**src/rtl/fifo_pkg.sv**
```systemverilog
// Shared types and helpers for the fixed-point sample FIFO family.
package fifo_pkg;

  localparam int IL_DEF = 4;
  localparam int FL_DEF = 16;

  typedef logic [IL_DEF+FL_DEF-1:0] fx_word_t;

  // Wrap with an explicit compare so that non-power-of-2 depths work.
  function automatic int unsigned ptr_inc(input int unsigned ptr, input int unsigned depth);
    return (ptr == depth - 1) ? 0 : ptr + 1;
  endfunction

endpackage

```
**src/rtl/fifo_mem.sv**
```systemverilog
// Simple dual-port storage: one write port, one registered read port, no reset.
module fifo_mem #(
  parameter int DATA_W = 20,
  parameter int DEPTH  = 32,
  parameter int PTR_W  = $clog2(DEPTH)
) (
  input  logic              clk,
  input  logic              we,
  input  logic [PTR_W-1:0]  wa,
  input  logic [DATA_W-1:0] wd,
  input  logic              re,
  input  logic [PTR_W-1:0]  ra,
  output logic [DATA_W-1:0] rd_q
);

  logic [DATA_W-1:0] mem [DEPTH];

  // Same-address read and write (full FIFO) returns the old word.
  always_ff @(posedge clk) begin
    if (we) mem[wa] <= wd;
    if (re) rd_q <= mem[ra];
  end

endmodule

```
**src/rtl/fifo_sync_thr.sv**
```systemverilog
// Single-clock FIFO with occupancy count, threshold flags, sticky errors and flush.
module fifo_sync_thr
  import fifo_pkg::*;
#(
  parameter int IL        = IL_DEF,
  parameter int FL        = FL_DEF,
  parameter int DATA_W    = IL + FL,
  parameter int DEPTH     = 32,
  parameter int PTR_W     = $clog2(DEPTH),
  parameter int CNT_W     = $clog2(DEPTH + 1),
  parameter int AF_THRESH = DEPTH - 2,
  parameter int AE_THRESH = 2
) (
  input  logic              clk,
  input  logic              reset,
  input  logic              flush,
  input  logic              clr_err,
  input  logic              wr_en,
  input  logic [DATA_W-1:0] data_in,
  input  logic              rd_en,
  output logic [DATA_W-1:0] data_out,
  output logic              rd_valid,
  output logic [CNT_W-1:0]  count,
  output logic              empty,
  output logic              full,
  output logic              almost_empty,
  output logic              almost_full,
  output logic              overflow,
  output logic              underflow
);

  if (DEPTH < 2) begin : g_bad_depth
    $error("fifo_sync_thr: DEPTH must be >= 2");
  end
  if (AF_THRESH > DEPTH) begin : g_bad_af
    $error("fifo_sync_thr: AF_THRESH must be <= DEPTH");
  end
  if (AE_THRESH >= DEPTH) begin : g_bad_ae
    $error("fifo_sync_thr: AE_THRESH must be < DEPTH");
  end

  logic [PTR_W-1:0]  rd_ptr, wr_ptr;
  logic [CNT_W-1:0]  next_count;
  logic              rd_ok, wr_ok;
  logic [DATA_W-1:0] mem_q;
  logic              dout_loaded;

  always_comb begin
    rd_ok      = ~flush & rd_en & ~empty;
    wr_ok      = ~flush & wr_en & (~full | rd_ok);
    next_count = count;
    if (flush)               next_count = '0;
    else if (wr_ok & ~rd_ok) next_count = count + 1'b1;
    else if (rd_ok & ~wr_ok) next_count = count - 1'b1;
  end

  fifo_mem #(
    .DATA_W (DATA_W),
    .DEPTH  (DEPTH),
    .PTR_W  (PTR_W)
  ) u_mem (
    .clk  (clk),
    .we   (wr_ok),
    .wa   (wr_ptr),
    .wd   (data_in),
    .re   (rd_ok),
    .ra   (rd_ptr),
    .rd_q (mem_q)
  );

  // The RAM read register has no reset, so data_out reads as zero until the first read lands.
  assign data_out = dout_loaded ? mem_q : '0;

  always_ff @(posedge clk or posedge reset) begin
    if (reset) begin
      rd_ptr       <= '0;
      wr_ptr       <= '0;
      count        <= '0;
      empty        <= 1'b1;
      full         <= 1'b0;
      almost_empty <= 1'b1;
      almost_full  <= (AF_THRESH == 0);
      rd_valid     <= 1'b0;
      dout_loaded  <= 1'b0;
      overflow     <= 1'b0;
      underflow    <= 1'b0;
    end else begin
      count        <= next_count;
      empty        <= (next_count == '0);
      full         <= (next_count == CNT_W'(DEPTH));
      almost_empty <= (next_count <= CNT_W'(AE_THRESH));
      almost_full  <= (next_count >= CNT_W'(AF_THRESH));
      overflow     <= (~flush & wr_en & ~wr_ok) | (overflow & ~clr_err);
      underflow    <= (~flush & rd_en & empty) | (underflow & ~clr_err);
      if (flush) begin
        rd_ptr   <= '0;
        wr_ptr   <= '0;
        rd_valid <= 1'b0;
      end else begin
        if (rd_ok) rd_ptr <= PTR_W'(ptr_inc(int'(rd_ptr), DEPTH));
        if (wr_ok) wr_ptr <= PTR_W'(ptr_inc(int'(wr_ptr), DEPTH));
        rd_valid <= rd_ok;
        if (rd_ok) dout_loaded <= 1'b1;
      end
    end
  end

endmodule

```
**config.mk**
```make
export PLATFORM = sky130hd
export DESIGN_NAME = fifo_sync_thr
export DESIGN_NICKNAME = d
export VERILOG_FILES = /design/src/rtl/fifo_pkg.sv /design/src/rtl/fifo_mem.sv /design/src/rtl/fifo_sync_thr.sv
export SDC_FILE = /design/constraint.sdc
export NUM_CORES = 1
export LEC_CHECK = 0
export ABC_AREA = 0
export ABC_CLOCK_PERIOD_IN_PS = 4650
export CAP_MARGIN = 0
export CORE_MARGIN = 8
export CORE_UTILIZATION = 60
export DETAILED_ROUTE_END_ITERATION = 12
export PLACE_DENSITY = 0.81
export SYNTH_ARGS = -nofsm -noshare
export SYNTH_HDL_FRONTEND = slang
export SYNTH_SLANG_ARGS = --single-unit
```
**constraint.sdc**
```tcl
create_clock -name clk -period 4.65 [get_ports clk]
set_input_delay 1.1625 -clock clk [delete_from_list [all_inputs] [get_ports clk]]
set_output_delay 1.1625 -clock clk [all_outputs]
set_load 0.02 [all_outputs]
```
==> impl_metrics.py <==
metrics = {
    "sta": {
        "maxSlewHeadroom": 0.138,
        "period_share": 0.745,
        "fmax_mhz": 289,
        "rsz0062_at_grt": "no",
        "hold_ws_ps": 531,
        "setup_tns_ps": 0,
        "tightest_slew_ps": 1290,
        "slew_viol_final": 0,
        "layout_min_cycle_time_ps": 3460,
        "final_hold_viol_count": 0,
        "skew_ps": 35.0,
        "setup_violations": 0,
        "final.setup.worst_slack_ps": 1190,
    },
    "clocking": {
        "cts_max_level": 3,
        "postCtsSetupRepairBufs": 0,
        "holdBufCountCts": 0,
        "cts-buffers-inserted": 66,
        "clockBufferDepth": 3,
        "path_clk_slew_ps": 60,
        "cts-root-buf": "clkbuf_16",
        "ctsResizeCount": 0,
        "clock_sinks": 684,
        "clk_latency_ps": 600,
        "cts_tree": "yes",
    },
    "die": {
        "start_util": 0.604,
        "io_pins": 59,
        "core_area_um2": 43900,
        "fp.dieH_um": 226,
        "dieArea_um2": 51200,
        "die_x_um": 226,
        "rows": 77,
    },
    "setup_path": {
        "required_ps": 3490,
        "r2r_setup_slack_ps": 1670,
        "crit_type": "reg -> out",
        "worstSetupEndpoint": "data_out[3]",
        "crit_fanout": 21,
        "r2r.worst_path.cells": 5,
        "regToRegEndpoint": "u_mem.rd_q[18]",
        "arrival_ps": 2300,
        "timing.rr.start": "rd_ptr[1]",
        "startpoint_type": "flip-flop",
        "cp-startpoint": "dout_loaded",
        "critPathCaptureType": "output port",
    },
    "placement": {
        "dp.cells": 1850,
        "dp_hpwl_um": 36700,
        "place_ws_ps": 856,
        "port_buffers": 58,
        "gp_congestion": 0.904,
    },
    "global_routing": {
        "grt_usage": 0.260,
        "antenna_found_initial": 5,
        "first_global_vias": 13376,
        "grt_max_degree": 65,
        "grt_pass1_wl_um": 94100,
        "grt_overflow": 0,
    },
    "pwr": {
        "ir_worst_vdd_mv": 0.296,
        "internal_power_uw": 10300,
        "cellPowerDensity_nw_per_um2": 438,
        "switching_share": 0.223,
        "clockPowerShare": 0.391,
        "sequentialPowerShare": 0.517,
        "p_sw_uw": 2970,
        "p_leak_uw": 0.00949,
        "p_total_uw": 13300,
        "comb_power_share": 0.092,
    },
    "yosys": {
        "syn-num-nets": 1221,
        "postSynthAreaPerCell_um2": 22.4,
        "synth_top_area_cell": "edfxtp_1",
        "synth_commonest_cells": "edfxtp_1, mux4_2, nor2_1",
        "synth.distinct_cells": 51,
        "synth_edf_count": 660,
        "synth_seq_cells": 684,
        "syn-cell-area_um2": 26500,
        "synth_top_area_frac": 0.747,
        "ys_seq_area_frac": 0.769,
        "synth_area_leaders": "edfxtp_1, mux4_2, dfrtp_1",
        "async_flop_share": 0.0351,
        "synth-main-ff-cell": "edfxtp_1",
        "yosysWarnings": 0,
        "yosysMostFrequentCell": "edfxtp_1",
        "netlist_instances": 1186,
    },
    "run_status": {
        "status": "completed",
    },
    "layout": {
        "fill_cells": 2521,
        "antenna_cells": 0,
        "area_growth_pct": 14.5,
        "stdcell_count": 1966,
        "nets": 1361,
        "layout-drive-gt1-share": 0.298,
    },
    "routing": {
        "wl_met1_um": 24000,
        "drt.antenna.violating_nets": 0,
        "vias_per_cell": 6.81,
        "first_iter_violations": 2201,
        "wl_per_cell_um": 33.0,
        "finalWirelength_um": 64900,
        "wl_met3_um": 8710,
        "drc": 0,
        "met2_length_um": 30100,
        "dr.pass1.iters": 5,
        "via_count": 13384,
        "routed.top_layer": "met5",
    },
    "job": {
        "drv_cap": 0,
    },
    "min_path": {
        "min_path_type": "reg -> reg",
    },
}
[cell families after synthesis]
family                     Yosys count  share of synthesized area
AOI/OAI and AO/OA                   45                     0.0100
xor gates and xnor gates             2                   0.000660
adders and majority gates            9                    0.00424
buffers and inverters               92                     0.0160
DFF                                684                      0.769
muxes                              202                      0.171
and+or+nand+nor                    152                     0.0292
[routing by layer]
layer  vias up  GRT usage
li1       5211          -
met1      6917      0.371
met2      1097      0.390
met3       153     0.0776
met4         6     0.0837
met5         -          0
[worst min path at each step]
stage	from	end	slack [ps]	cells after the start
global placement	underflow	underflow	530	2
finish	underflow	underflow	530	2
floorplan	dout_loaded	dout_loaded	450	1
CTS	underflow	underflow	530	2
detailed placement	underflow	underflow	520	2
global route	underflow	underflow	560	2
[layout make-up]
| class | instances | area [µm²] | share of cell area |
|---|---|---|---|
| clock inverters | 33 | 234 | 0.00770 |
| flip-flops and latches | 684 | 20400 | 0.672 |
| multi-input cells | 410 | 5780 | 0.190 |
| repair buffers | 133 | 1260 | 0.0413 |
| inverters | 31 | 116 | 0.00383 |
| clock buffers | 83 | 1840 | 0.0606 |
| well taps | 592 | 741 | 0.0244 |
[state kept, by name, indices dropped and copies added, names as in the netlist]
| register | cells |
|---|---|
| overflow | 1 |
| rd_valid | 1 |
| empty | 1 |
| count | 6 |
| almost_empty | 1 |
| underflow | 1 |
| almost_full | 1 |
| rd_ptr | 5 |
| u_mem.rd_q | 20 |
| u_mem.mem | 640 |
| dout_loaded | 1 |
| wr_ptr | 5 |
| full | 1 |
[power groups by stage]
| stage | clock network, µW | logic [µW] | registers (µW) |
|---|---|---|---|
| 3_3_place_gp | 0 | 1160 | 7010 |
| 6_report | 5200 | 1220 | 6880 |
| 4_1_cts | 5250 | 1210 | 6880 |
| 2_1_floorplan | 0 | 740 | 6990 |
| 3_5_place_dp | 0 | 1190 | 7010 |
| 5_1_grt | 5480 | 1280 | 6890 |
[per-stage QoR]
step | util | instance area (µm²)
detailed placement | 0.645 | 28300
finish | 0.692 | 30400
floorplan | - | 26500
global route | 0.692 | 30400
CTS | 0.692 | 30400
global placement | 0.645 | 28300
[placed cells by master (no fill, tap or decap), types with 14 or more instances in the layout]
master	instances
o21ai_1	20
clkbuf_16	71
and2_1	20
nand2_1	40
nor2_2	32
buf_4	66
dfrtp_1	18
mux4_2	200
inv_1	30
clkdlybuf4s50_1	58
clkinv_1	14
edfxtp_1	660
[worst max-delay path, stage by stage, from the launching register on]
cell,delay (ps)
dfrtp_1,790
and2_1,260
clkdlybuf4s50_1,680
No activity file was read; power rests on OpenSTA's default activity.
